**src/rtl/dcache_pkg.sv**
```systemverilog
// Shared types and widths for the D$ port arbiter: FSM state encodings, grant
// identifiers and the latched D$ request payload.
package dcache_pkg;

    localparam int DC_INDEX_W = 19;
    localparam int DC_DATA_W  = 64;
    localparam int DC_MASK_W  = 64;

    typedef enum logic [1:0] {
        IDLE = 2'd0,
        REQ  = 2'd1,
        WAIT = 2'd2
    } arb_state_e;

    // Plain constants mirror arb_state_e for code that carries state as raw bits.
    localparam logic [1:0] ST_IDLE = 2'd0;
    localparam logic [1:0] ST_REQ  = 2'd1;
    localparam logic [1:0] ST_WAIT = 2'd2;

    typedef enum logic {
        LOAD  = 1'b0,
        STORE = 1'b1
    } grant_e;

    typedef struct packed {
        logic                  is_write;
        logic [DC_INDEX_W-1:0] index;
        logic [DC_MASK_W-1:0]  wmask;
        logic [DC_DATA_W-1:0]  wdata;
    } dc_req_t;

    // Loads never carry write payload, so mask and data are forced to zero.
    function automatic dc_req_t make_load_req(input logic [DC_INDEX_W-1:0] index);
        dc_req_t r;
        r.is_write = 1'b0;
        r.index    = index;
        r.wmask    = '0;
        r.wdata    = '0;
        return r;
    endfunction

    function automatic dc_req_t make_store_req(input logic [DC_INDEX_W-1:0] index,
                                               input logic [DC_MASK_W-1:0]  wmask,
                                               input logic [DC_DATA_W-1:0]  wdata);
        dc_req_t r;
        r.is_write = 1'b1;
        r.index    = index;
        r.wmask    = wmask;
        r.wdata    = wdata;
        return r;
    endfunction

endpackage

```
**src/rtl/rr_arb2.sv**
```systemverilog
// Two-way round-robin arbiter between the load and store channels; the last
// winner loses the next tie. Ready depends only on the other channel's valid.
module rr_arb2 (
    input  logic clock,
    input  logic reset,
    input  logic enable_i,
    input  logic ld_valid_i,
    input  logic st_valid_i,
    output logic ld_ready_o,
    output logic st_ready_o,
    output logic ld_accept_o,
    output logic st_accept_o
);
    import dcache_pkg::*;

    grant_e last_grant_q;
    grant_e last_grant_d;

    assign ld_ready_o  = enable_i & (~st_valid_i | (last_grant_q == STORE));
    assign st_ready_o  = enable_i & (~ld_valid_i | (last_grant_q == LOAD));
    assign ld_accept_o = ld_valid_i & ld_ready_o;
    assign st_accept_o = st_valid_i & st_ready_o;

    always_comb begin
        last_grant_d = last_grant_q;
        if (ld_accept_o) begin
            last_grant_d = LOAD;
        end else if (st_accept_o) begin
            last_grant_d = STORE;
        end
    end

    // Starting from STORE lets the load win the very first tie.
    always_ff @(posedge clock or posedge reset) begin
        if (reset) begin
            last_grant_q <= STORE;
        end else begin
            last_grant_q <= last_grant_d;
        end
    end

endmodule

```
**src/rtl/dcache_port_arbiter.sv**
```systemverilog
// Shares the single L1 D$ request port between the MEM-stage load and store
// channels, keeping exactly one D$ transaction outstanding at a time.
module dcache_port_arbiter
    import dcache_pkg::*;
#(
    parameter int INDEX_W = DC_INDEX_W,
    parameter int DATA_W  = DC_DATA_W,
    parameter int MASK_W  = DC_MASK_W
) (
    input  logic               clock,
    input  logic               reset,
    input  logic               flush,
    input  logic               ld_valid,
    input  logic [INDEX_W-1:0] ld_index,
    output logic               ld_ready,
    output logic [DATA_W-1:0]  ld_read_data,
    output logic               ld_done,
    input  logic               st_valid,
    input  logic [INDEX_W-1:0] st_index,
    input  logic [MASK_W-1:0]  st_write_mask,
    input  logic [DATA_W-1:0]  st_write_data,
    output logic               st_ready,
    output logic               st_done,
    output logic               dc_req_valid,
    input  logic               dc_req_ready,
    output logic               dc_req_is_write,
    output logic [INDEX_W-1:0] dc_req_index,
    output logic [MASK_W-1:0]  dc_req_wmask,
    output logic [DATA_W-1:0]  dc_req_wdata,
    input  logic               dc_resp_valid,
    input  logic [DATA_W-1:0]  dc_resp_rdata,
    output logic               busy
);

    logic [1:0]        state_q, state_d;
    dc_req_t           req_q, req_d;
    logic              kill_q, kill_d;
    logic              ld_done_q, ld_done_d;
    logic              st_done_q, st_done_d;
    logic [DATA_W-1:0] ld_data_q, ld_data_d;

    logic arb_enable;
    logic ld_accept;
    logic st_accept;
    logic kill_now;

    // Ready is also held low while reset is asserted so nothing looks accepted.
    assign arb_enable = (state_q == ST_IDLE) & ~flush & ~reset;

    rr_arb2 u_rr_arb2 (
        .clock       (clock),
        .reset       (reset),
        .enable_i    (arb_enable),
        .ld_valid_i  (ld_valid),
        .st_valid_i  (st_valid),
        .ld_ready_o  (ld_ready),
        .st_ready_o  (st_ready),
        .ld_accept_o (ld_accept),
        .st_accept_o (st_accept)
    );

    // A flush landing in the same cycle as the response still kills the load.
    assign kill_now = kill_q | (flush & ~req_q.is_write);

    always_comb begin
        state_d   = state_q;
        req_d     = req_q;
        kill_d    = kill_q;
        ld_done_d = 1'b0;
        st_done_d = 1'b0;
        ld_data_d = ld_data_q;
        case (state_q)
            ST_IDLE: begin
                kill_d = 1'b0;
                if (ld_accept) begin
                    req_d   = make_load_req(ld_index);
                    state_d = ST_REQ;
                end else if (st_accept) begin
                    req_d   = make_store_req(st_index, st_write_mask, st_write_data);
                    state_d = ST_REQ;
                end
            end
            ST_REQ: begin
                kill_d = kill_now;
                if (dc_req_ready) begin
                    state_d = ST_WAIT;
                end
            end
            ST_WAIT: begin
                kill_d = kill_now;
                if (dc_resp_valid) begin
                    state_d = ST_IDLE;
                    kill_d  = 1'b0;
                    if (req_q.is_write) begin
                        st_done_d = 1'b1;
                    end else if (!kill_now) begin
                        ld_done_d = 1'b1;
                        ld_data_d = dc_resp_rdata;
                    end
                end
            end
            default: begin
                state_d = ST_IDLE;
                kill_d  = 1'b0;
            end
        endcase
    end

    always_ff @(posedge clock or posedge reset) begin
        if (reset) begin
            state_q   <= ST_IDLE;
            req_q     <= '0;
            kill_q    <= 1'b0;
            ld_done_q <= 1'b0;
            st_done_q <= 1'b0;
            ld_data_q <= '0;
        end else begin
            state_q   <= state_d;
            req_q     <= req_d;
            kill_q    <= kill_d;
            ld_done_q <= ld_done_d;
            st_done_q <= st_done_d;
            ld_data_q <= ld_data_d;
        end
    end

    // All D$-side outputs come straight from flops: no ready-to-valid path.
    assign dc_req_valid    = (state_q == ST_REQ);
    assign dc_req_is_write = req_q.is_write;
    assign dc_req_index    = req_q.index;
    assign dc_req_wmask    = req_q.wmask;
    assign dc_req_wdata    = req_q.wdata;
    assign ld_done         = ld_done_q;
    assign st_done         = st_done_q;
    assign ld_read_data    = ld_data_q;
    assign busy            = (state_q != ST_IDLE);

    resp_only_in_wait: assert property (
        @(posedge clock) disable iff (reset)
        dc_resp_valid |-> (state_q == ST_WAIT)
    );

    never_both_accept: assert property (
        @(posedge clock) disable iff (reset)
        !(ld_accept && st_accept)
    );

    req_payload_stable: assert property (
        @(posedge clock) disable iff (reset)
        (dc_req_valid && !dc_req_ready) |=> (dc_req_valid && $stable(req_q))
    );

endmodule

```
**config.mk**
```make
export PLATFORM = sky130hd
export DESIGN_NAME = dcache_port_arbiter
export DESIGN_NICKNAME = d
export VERILOG_FILES = /design/src/rtl/dcache_pkg.sv /design/src/rtl/rr_arb2.sv /design/src/rtl/dcache_port_arbiter.sv
export SDC_FILE = /design/constraint.sdc
export NUM_CORES = 1
export LEC_CHECK = 0
export ABC_AREA = 0
export BUFFER_PORTS_ARGS = -buffer_cell sky130_fd_sc_hd__buf_2
export CAP_MARGIN = 40
export CORE_AREA = 2 2 178 180
export CTS_CLUSTER_DIAMETER = 100
export DETAILED_ROUTE_END_ITERATION = 7
export DIE_AREA = 0 0 180 182
export PLACE_DENSITY = 0.52
export SYNTH_ARGS = -nofsm -noshare
export SYNTH_HDL_FRONTEND = slang
export SYNTH_SLANG_ARGS = --single-unit
```
**constraint.sdc**
```tcl
create_clock -name clock -period 8 [get_ports clock]
set_clock_uncertainty 0.1 [all_clocks]
set_input_delay 0.4 -clock clock [delete_from_list [all_inputs] [get_ports clock]]
set_output_delay 0.4 -clock clock [all_outputs]
set_load 0.02 [all_outputs]
```
==> results.sh <==
export IMPL_status="finished clean"
export IMPL_min_period_over_period_pct=45.6
export IMPL_fin_setup_tns_ns=0
export IMPL_design_die_area_um2=32800
export IMPL_crit_type="reg2reg"
export IMPL_hold_viol_final=0
export IMPL_period_needed_ns=3.65
export IMPL_synth_area_per_cell_um2=14.9
export IMPL_yosysMostFrequentCell="dfrtp_1"
export IMPL_p_comb_share_pct=39.4
export IMPL_post_route_drc_count=0
export IMPL_start_util_pct=26.1
export IMPL_first_global_vias=6926
export IMPL_postCtsResizedCells=0
export IMPL_synthArstFlopShare_pct=100
export IMPL_pin_count=455
export IMPL_place_area_um2=10900
export IMPL_yosysTopAreaCell="dfrtp_1"
export IMPL_worstMarginPinSlew_ns=0.824
export IMPL_rsz0062_at_grt="no"
export IMPL_synth_cells=543
export IMPL_vias=6626
export IMPL_netlist_area_um2=8100
export IMPL_slew_headroom_pct=44.9
export IMPL_clk_pin_slew_ns=0.06
export IMPL_r2r_cells=8
export IMPL_core_region_area_um2=31000
export IMPL_reg2reg_to="dc_req_wdata[55]"
export IMPL_overflow=0
export IMPL_wl_per_cell_um=16.4
export IMPL_cts_setup_buffers=0
export IMPL_synth_top_cell_area_share_pct=67.0
export IMPL_num_fill_cells=2963
export IMPL_p_total_mw=4.81
export IMPL_nets=1325
export IMPL_cts_tree="built"
export IMPL_clockBufferDepth=3
export IMPL_drt_pre_antenna_iters=4
export IMPL_setup_ws_ns=4.35
export IMPL_drive_gt1_share_pct=51.9
export IMPL_p_leak_nw=6.78
export IMPL_p_switching_mw=1.81
export IMPL_worstSetupStartpoint="state_q[0]"
export IMPL_hpwl_mm=17.5
export IMPL_fp_dieW_um=180
export IMPL_antenna_found_initial=2
export IMPL_pre_cts_slack_ns=4.33
export IMPL_cp_arrival_ns=3.98
export IMPL_cts_sinks=218
export IMPL_ys_warn_count=0
export IMPL_endpoint_kind="register"
export IMPL_synth_area_leaders="dfrtp_1 (67%), a22o_1 (14%), mux2_2 (9.0%)"
export IMPL_crit_path_end="dc_req_wdata[55]"
export IMPL_timing_rr_start="state_q[0]"
export IMPL_row_count=65
export IMPL_clkPwrFrac_pct=22.2
export IMPL_h_tree_depth=1
export IMPL_clock_latency_ns=0.50
export IMPL_hold_path_class="in2reg"
export IMPL_stdcell_area_um2=12500
export IMPL_io_buffer_count=454
export IMPL_critPathLaunchType="register"
export IMPL_ys_dominant_reg_cell="dfrtp_1"
export IMPL_timing_fmax_mhz=274
export IMPL_p_per_area_nw_per_um2=383
export IMPL_initialDrtViolationCount=161
export IMPL_setup_viol=0
export IMPL_p_int_mw=3.00
export IMPL_peakVddDrop_uv=177
export IMPL_root_buffer="clkbuf_16"
export IMPL_detail_route_vias_per_cell=4.41
export IMPL_netSwitchingFraction_pct=37.6
export IMPL_synthTopCellsByCount="dfrtp_1 (217), a22o_1 (128), mux2_2 (65)"
export IMPL_ys_types=29
export IMPL_cts_made_buffers=24
export IMPL_ant_nets=0
export IMPL_synth_edf_count=0
export IMPL_cap_violations=0
export IMPL_die_h_um=182
export IMPL_syn_num_nets=784
export IMPL_p_seq_share_pct=38.4
export IMPL_cts_hold_buf=91
export IMPL_slew_violations=0
export IMPL_gp_congestion=0.756
export IMPL_synth_seq_cells=218
export IMPL_grt_max_degree=87
export IMPL_grt_first_pass_wirelength_mm=38.4
export IMPL_reg2reg_slack_ns=4.35
export IMPL_cp_max_fo=73
export IMPL_ys_seq_area_share_pct=67.4
export IMPL_syn_to_final_growth_pct=54.8
export IMPL_grt_usage_pct=14.5
export IMPL_cp_required_ns=8.34
export IMPL_wirelength_mm=24.7
power groups by stage:
stage	registers, mW	clock network, mW	logic (mW)
6_report	1.85	1.07	1.90
5_1_grt	1.91	1.15	2.02
4_1_cts	1.85	1.10	1.92
3_5_place_dp	1.85	0	1.89
3_3_place_gp	1.85	0	1.86
2_1_floorplan	2.43	0	0.561
logic make-up (layout without fill, tap and decap cells):
family | Yosys count | count (layout) | synth area share, %
AND/OR/NAND/NOR | 31 | 31 | 1.71
multiplexers | 84 | 84 | 11.4
flip-flops | 218 | 218 | 67.4
adder cells (fa/ha/maj) | 4 | 4 | 0.618
buffers and inverters | 47 | 604 | 2.97
AO/OA/AOI/OAI | 159 | 159 | 16.0
other | 0 | 2 | 0
worst max-delay path: stages (launching register included):
cell      delay (ns)
dfrtp_1         0.39
inv_1           0.11
ha_1            0.19
inv_1           0.05
or3_1           0.40
a211oi_4        0.72
buf_4           0.57
buf_4           0.69
a22o_1          0.26
area by class of cell:
class | instances | area [µm²] | area share [%]
Antenna cell | 2 | 5.00 | 0.0399
Timing Repair Buffer | 556 | 3350 | 26.7
Clock buffer | 36 | 707 | 5.64
Clock inverter | 6 | 55.1 | 0.439
Tap cell | 402 | 503 | 4.01
Sequential cell | 218 | 5460 | 43.5
Multi-Input combinational cell | 278 | 2440 | 19.5
Inverter | 6 | 30.0 | 0.239
routing by layer:
layer  share of wire [%]  global-route usage [%]  up-vias  wire [µm]
met3                 8.1                    3.91       45       1990
met5                   0                       0        -          0
met4                 2.8                    5.01        0        697
met2                  49                    24.8      297      12000
li1                    -                       -     3094          -
met1                  40                    17.6     3190       9930
per-stage QoR:
stage,hold WS [ns],util (%),instances
6_report,0.0250,40.5,1504
5_1_grt,0.00764,40.5,1504
4_1_cts,0.0000795,40.5,1502
3_5_place_dp,0.365,35.1,1369
3_3_place_gp,0.358,34.7,1365
2_1_floorplan,0.370,-,543
worst min-delay path by stage:
stage,endpoint,slack [ns],cells after the start,from
after CTS,ld_read_data[61],0.00008,2,dc_resp_rdata[61]
after detailed placement,dc_req_index[10],0.36,2,dc_req_index[10]
after floorplan,u_rr_arb2.last_grant_q,0.37,1,ld_valid
final,dc_req_wmask[51],0.03,2,st_write_mask[51]
after global routing,dc_req_wmask[54],0.008,2,st_write_mask[54]
after global placement,dc_req_index[8],0.36,2,dc_req_index[8]
flip-flops by register name, summed over array words and instances (netlist names):
name / count
dc_req_index: 19
dc_req_is_write: 1
dc_req_wdata: 64
dc_req_wmask: 64
kill_q: 1
ld_done: 1
ld_read_data: 64
st_done: 1
state_q: 2
u_rr_arb2.last_grant_q: 1
cells in the final DEF (no fill, tap or decap), types with 2 or more instances in the layout:
cell,synthesis,final
buf_16,0,4
dlygate4sd3_1,0,91
a21oi_1,3,3
clkbuf_8,0,4
clkbuf_1,18,7
nand2_1,19,19
a31oi_1,2,2
clkbuf_16,0,25
a22o_1,128,128
diode_2,0,2
buf_4,12,7
mux2i_1,19,19
dfrtp_1,217,217
nor2b_1,2,2
inv_1,6,5
o21ai_0,21,20
clkinv_2,0,5
buf_2,9,454
ha_1,4,4
mux2_2,65,65
nor2_1,2,2
nand2b_1,2,2
Power figures use the tool's default switching activity.
